--- src/rtl/gcd_multi_coprocessor.sv ---
// Multi-engine GCD coprocessor: NUM_UNITS subtract-and-swap engines
// sharing one request port and one tagged, out-of-order result FIFO.
module gcd_multi_coprocessor #(
    parameter int W          = 16,
    parameter int NUM_UNITS  = 2,
    parameter int FIFO_DEPTH = 4,
    parameter int TAG_W      = 4
) (
    input  logic             clk,
    input  logic             reset,
    input  logic             operands_val,
    input  logic [W-1:0]     operands_bits_A,
    input  logic [W-1:0]     operands_bits_B,
    input  logic [TAG_W-1:0] operands_tag,
    output logic             operands_rdy,
    output logic             result_val,
    output logic [W-1:0]     result_bits,
    output logic [TAG_W-1:0] result_tag,
    input  logic             result_rdy,
    output logic             busy
);

    localparam int AW = (FIFO_DEPTH > 1) ? $clog2(FIFO_DEPTH) : 1;
    localparam int EW = W + TAG_W;

    typedef enum logic [1:0] {
        IDLE = 2'd0,
        CALC = 2'd1,
        DONE = 2'd2
    } state_t;

    state_t           st_q  [NUM_UNITS];
    state_t           st_d  [NUM_UNITS];
    logic [W-1:0]     a_q   [NUM_UNITS];
    logic [W-1:0]     a_d   [NUM_UNITS];
    logic [W-1:0]     b_q   [NUM_UNITS];
    logic [W-1:0]     b_d   [NUM_UNITS];
    logic [TAG_W-1:0] tag_q [NUM_UNITS];
    logic [TAG_W-1:0] tag_d [NUM_UNITS];

    logic [NUM_UNITS-1:0] idle;
    logic [NUM_UNITS-1:0] done;
    logic [NUM_UNITS-1:0] ld_gnt;
    logic [NUM_UNITS-1:0] wb_gnt;
    logic                 ld_found;
    logic                 wb_found;
    logic                 hs;
    logic                 push;
    logic                 pop;
    logic                 full;
    logic [EW-1:0]        wb_entry;

    logic [EW-1:0] mem [FIFO_DEPTH];
    logic [AW-1:0] wr_ptr;
    logic [AW-1:0] rd_ptr;
    logic [AW:0]   count;
    logic [EW-1:0] head;

    // Lowest-index priority for both loading and writeback
    always_comb begin
        idle     = '0;
        done     = '0;
        ld_gnt   = '0;
        wb_gnt   = '0;
        ld_found = 1'b0;
        wb_found = 1'b0;
        wb_entry = '0;
        for (int i = 0; i < NUM_UNITS; i++) begin
            idle[i] = (st_q[i] == IDLE);
            done[i] = (st_q[i] == DONE);
            if (idle[i] && !ld_found) begin
                ld_gnt[i] = 1'b1;
                ld_found  = 1'b1;
            end
            if (done[i] && !wb_found) begin
                wb_gnt[i] = 1'b1;
                wb_found  = 1'b1;
                wb_entry  = {a_q[i], tag_q[i]};
            end
        end
    end

    assign operands_rdy = reset && (|idle);
    assign hs           = operands_val && operands_rdy;
    assign full         = (count == (AW+1)'(FIFO_DEPTH));
    assign push         = (|done) && !full;
    assign result_val   = (count != '0);
    assign pop          = result_val && result_rdy;
    assign head         = mem[rd_ptr];
    assign result_bits  = result_val ? head[TAG_W +: W] : '0;
    assign result_tag   = result_val ? head[TAG_W-1:0] : '0;
    assign busy         = (~&idle) || result_val;

    always_comb begin
        for (int i = 0; i < NUM_UNITS; i++) begin
            st_d[i]  = st_q[i];
            a_d[i]   = a_q[i];
            b_d[i]   = b_q[i];
            tag_d[i] = tag_q[i];
            unique case (st_q[i])
                IDLE: begin
                    if (hs && ld_gnt[i]) begin
                        a_d[i]   = operands_bits_A;
                        b_d[i]   = operands_bits_B;
                        tag_d[i] = operands_tag;
                        st_d[i]  = CALC;
                    end
                end
                CALC: begin
                    if (a_q[i] < b_q[i]) begin
                        a_d[i] = b_q[i];
                        b_d[i] = a_q[i];
                    end else if (b_q[i] != '0) begin
                        a_d[i] = a_q[i] - b_q[i];
                    end else begin
                        st_d[i] = DONE;
                    end
                end
                DONE: begin
                    if (push && wb_gnt[i]) begin
                        st_d[i] = IDLE;
                    end
                end
                default: st_d[i] = IDLE;
            endcase
        end
    end

    always_ff @(posedge clk or negedge reset) begin
        if (!reset) begin
            for (int i = 0; i < NUM_UNITS; i++) begin
                st_q[i]  <= IDLE;
                a_q[i]   <= '0;
                b_q[i]   <= '0;
                tag_q[i] <= '0;
            end
        end else begin
            for (int i = 0; i < NUM_UNITS; i++) begin
                st_q[i]  <= st_d[i];
                a_q[i]   <= a_d[i];
                b_q[i]   <= b_d[i];
                tag_q[i] <= tag_d[i];
            end
        end
    end

    // Storage needs no reset: outputs are masked while the FIFO is empty
    always_ff @(posedge clk) begin
        if (push) begin
            mem[wr_ptr] <= wb_entry;
        end
    end

    always_ff @(posedge clk or negedge reset) begin
        if (!reset) begin
            wr_ptr <= '0;
            rd_ptr <= '0;
            count  <= '0;
        end else begin
            if (push) begin
                wr_ptr <= wr_ptr + 1'b1;
            end
            if (pop) begin
                rd_ptr <= rd_ptr + 1'b1;
            end
            unique case ({push, pop})
                2'b10:   count <= count + 1'b1;
                2'b01:   count <= count - 1'b1;
                default: count <= count;
            endcase
        end
    end

endmodule

--- config.mk ---
export PLATFORM = sky130hd
export DESIGN_NAME = gcd_multi_coprocessor
export DESIGN_NICKNAME = d
export VERILOG_FILES = /design/src/rtl/gcd_multi_coprocessor.sv
export SDC_FILE = /design/constraint.sdc
export NUM_CORES = 1
export LEC_CHECK = 0
export BUFFER_PORTS_ARGS = -buffer_cell sky130_fd_sc_hd__clkbuf_2
export CAP_MARGIN = 15
export CELL_PAD_IN_SITES_DETAIL_PLACEMENT = 1
export CELL_PAD_IN_SITES_GLOBAL_PLACEMENT = 1
export CORE_AREA = 2 2 133 147
export DETAILED_ROUTE_END_ITERATION = 8
export DIE_AREA = 0 0 135 149
export PLACE_DENSITY_LB_ADDON = 0.1
export SETUP_SLACK_MARGIN = 0.2
export SYNTH_ARGS = -nofsm -noshare
export SYNTH_HDL_FRONTEND = slang
export SYNTH_SLANG_ARGS = --single-unit
--- constraint.sdc ---
create_clock -name clk -period 3.47 [get_ports clk]
set_input_delay 0.347 -clock clk [delete_from_list [all_inputs] [get_ports clk]]
set_output_delay 0.347 -clock clk [all_outputs]
set_load 0.01 [all_outputs]
==> impl_metrics.yaml <==
outcome:
  status: "finished, final reports clean"
yosys:
  syn_inst: 844
  synth_area_um2: 8970
  synth_top_cell_by_area: "edfxtp_1"
  synth_simple_gate_area_share_pct: 13.2
  synthMuxAreaShare_pct: 7.92
  synthXorXnorAreaFrac_pct: 2.64
  synthesis.nets: 924
  ys_top_cells_by_area: "edfxtp_1, dfrtp_1, ha_1, mux4_2, nand2_1"
  ys_ff_latch: 163
  synth_fa_ha_area_share_pct: 5.83
  synthArstFlopShare_pct: 50.9
  synth_top_family_by_area: "compound AO/OA/AOI/OAI gates"
  ys.flop_type: "dfrtp_1"
  ys_warn_count: 0
  avgSynthCellArea_um2: 10.6
  yosysSeqAreaShare_pct: 49.9
  synth.distinct_cells: 66
  synth-compound-area-share_pct: 16.4
  synth_top_area_share_pct: 26.8
  synth_edf_count: 80
final_layout:
  stdcell_count: 1169
  fin_util_pct: 54.1
  num-nets-final: 989
  diodes: 0
  area_delta_synth_final_pct: 13.6
  drive_above_1_share_pct: 17.1
floorplan:
  chipHeight_um: 149
  fp.coreArea_um2: 18800
  row_count: 53
  io_pins: 63
  fp.dieArea_um2: 20100
  die_w_um: 135
  initial_core_util_pct: 47.6
grt:
  grt_usage_pct: 27.9
  grt_max_degree: 77
  grt_overflow: 0
  grt_pass1_vias: 7637
  antenna_found_initial: 0
  grt_pass1_wl_um: 42200
clocking:
  postCtsSetupRepairBufs: 0
  cts_root_buf: "clkbuf_16"
  cts_tree: "built"
  cts_buffers: 17
  clkSinkCount: 163
  cts_max_level: 4
  clkTransAtPathRegs_ns: 0.07
  clock_path_buffers: 2
  worstSkewPairLatency_ns: 0.43
hold_path:
  worstHoldPathType: "in2reg"
setup_path:
  cp.arrival_ns: 3.44
  required_ns: 3.80
  worst-setup-path-type: "reg2reg"
  path_max_fanout: 15
  critPathCaptureType: "register"
  worstSetupStartpointType: "register"
detailed_routing:
  wl_per_cell_um: 22.7
  drc: 0
  via_per_inst: 6.00
  dr.pass1.iters: 4
  drtIter0Drc: 332
  vias: 7015
  drtAntennaViolNets: 0
  finalWirelength_um: 26600
place:
  dp.cells: 1136
  gp_congestion: 0.862
  portBuffers: 62
  hpwl_um: 20000
sta:
  rsz0062_at_grt: "yes"
  timing.setup.tns_ns: 0
  tightestPinTransition_ns: 1.06
  hold_viol: 0
  slew_viol_final: 0
  finalCriticalPeriod_ns: 3.11
  setup_violations: 0
  fin_skew_ns: 0.00869
  fmax_ghz: 0.322
  post-route-period-util_pct: 89.6
  timing.slew.headroom_pct: 29.1
flow_run:
  drv_cap: 0
pwr:
  p_leak_nw: 3.92
  powerDensity_nw_per_um2: 1110
  peakVddDrop_mv: 0.519
==> synth_stat cells (2+ instances only) <==
cell and count:
mux2_2 8, o21a_1 7, inv_1 50, o31ai_1 14, nor2b_1 4, o211ai_1 12
nand2b_1 7, o21ai_0 50, nor3_1 9, mux4_2 20, clkbuf_1 24, xor2_1 10
o31a_1 2, a211o_1 4, buf_2 13, and2_1 26, o21bai_1 2, a31oi_1 19
or3_1 3, dfrtp_1 83, nor4_1 9, o21ai_1 3, nand2_1 105, nand4_1 2
nand3_1 7, a311oi_1 2, nor2_1 77, xnor2_1 17, a211oi_1 16, a21o_1 10
a22o_1 20, and3_1 6, a22oi_1 2, buf_1 2, a21boi_0 2, mux2i_1 17
edfxtp_1 80, ha_1 37, a21oi_1 34, fa_1 3
==> routing by layer <==
layer	part of all wire, %	vias to the layer above	wire length (um)	GRT usage (%)
li1	-	3212	-	-
met1	41	3548	10800	33.9
met2	52	186	13700	49.1
met3	3.3	69	887	3.70
met4	4.2	0	1130	13.0
met5	0	-	0	0
==> kinds of logic after synthesis <==
| logic type | after synthesis |
|---|---|
| adder cells (fa/ha/maj) | 40 |
| AO/OA/AOI/OAI | 216 |
| buffers and inverters | 90 |
| multiplexers | 45 |
| XOR/XNOR | 27 |
| flip-flops | 163 |
| AND/OR/NAND/NOR | 263 |
==> critical path, cell delays in order, from the launching register on <==
cell	delay, ns
dfrtp_1	0.44
ha_1	0.24
fa_1	0.40
nand2b_1	0.22
a21oi_2	0.21
o41ai_2	0.14
o31ai_2	0.38
nand2_4	0.20
o21ai_2	0.23
buf_4	0.23
a211oi_1	0.07
a211oi_1	0.25
==> cell usage in the layout, fill, tap and decap left out, types with 19 or more instances in the layout <==
cell / n
nand2_1: 105
dfrtp_1: 83
edfxtp_1: 80
nor2_1: 77
clkbuf_2: 61
inv_1: 50
o21ai_0: 50
ha_1: 37
a21oi_1: 33
and2_1: 26
buf_4: 23
a22o_1: 20
mux4_2: 20
a31oi_1: 19
==> power by group <==
part	internal (mW)	switching (mW)	leakage (nW)
sequential	2.54	0.649	1.55
combinational	2.62	3.65	2.11
clock	0.950	0.857	0.268
==> flip-flops by register name (all words and copies together) (netlist names) <==
signal and count:
mem 80, a_q 32, b_q 32, tag_q 8, st_q 4, count 3
rd_ptr 2, wr_ptr 2
==> layout make-up <==
type / instances / area (um2)
clock buffer: 18 / 429
clock inverter: 14 / 131
fill: 2078 / 8640
inverter: 50 / 188
multi-input combinational: 591 / 4150
sequential: 163 / 4480
tap: 247 / 309
timing repair buffer: 86 / 499
==> per-stage QoR <==
stage	area (um2)	hold WS (ns)	total power, mW	setup slack (ns)
2_1_floorplan	8970	0.0514	7.64	0.789
3_3_place_gp	9600	0.185	9.09	0.375
3_5_place_dp	9610	0.186	9.43	0.256
4_1_cts	10200	0.169	11.3	0.226
5_1_grt	10200	0.177	12.2	0.184
6_report	10200	0.180	11.3	0.362
==> path summary, 6_finish.rpt <==
path	from	end	slack, ns	cells past startpoint
worst min-delay path	operands_bits_B[10]	b_q[10]	0.18	3
min in group asynchronous	reset	a_q[11]	0.28	2
worst max register to register	b_q[16]	a_q[31]	0.36	11
worst min register to register	count[2]	count[2]	0.49	1
worst max-delay path	b_q[16]	a_q[31]	0.36	11
max in group asynchronous	reset	count[0]	1.91	3
==> timing repair <==
item | CTS | global route
hold buffers | 1 | 0
endpoints found under the setup margin | 0 | 20
endpoints found under the hold margin | 7 | 0
resized for setup | 0 | 3
Note: power is estimated with default switching activity, not from simulation.
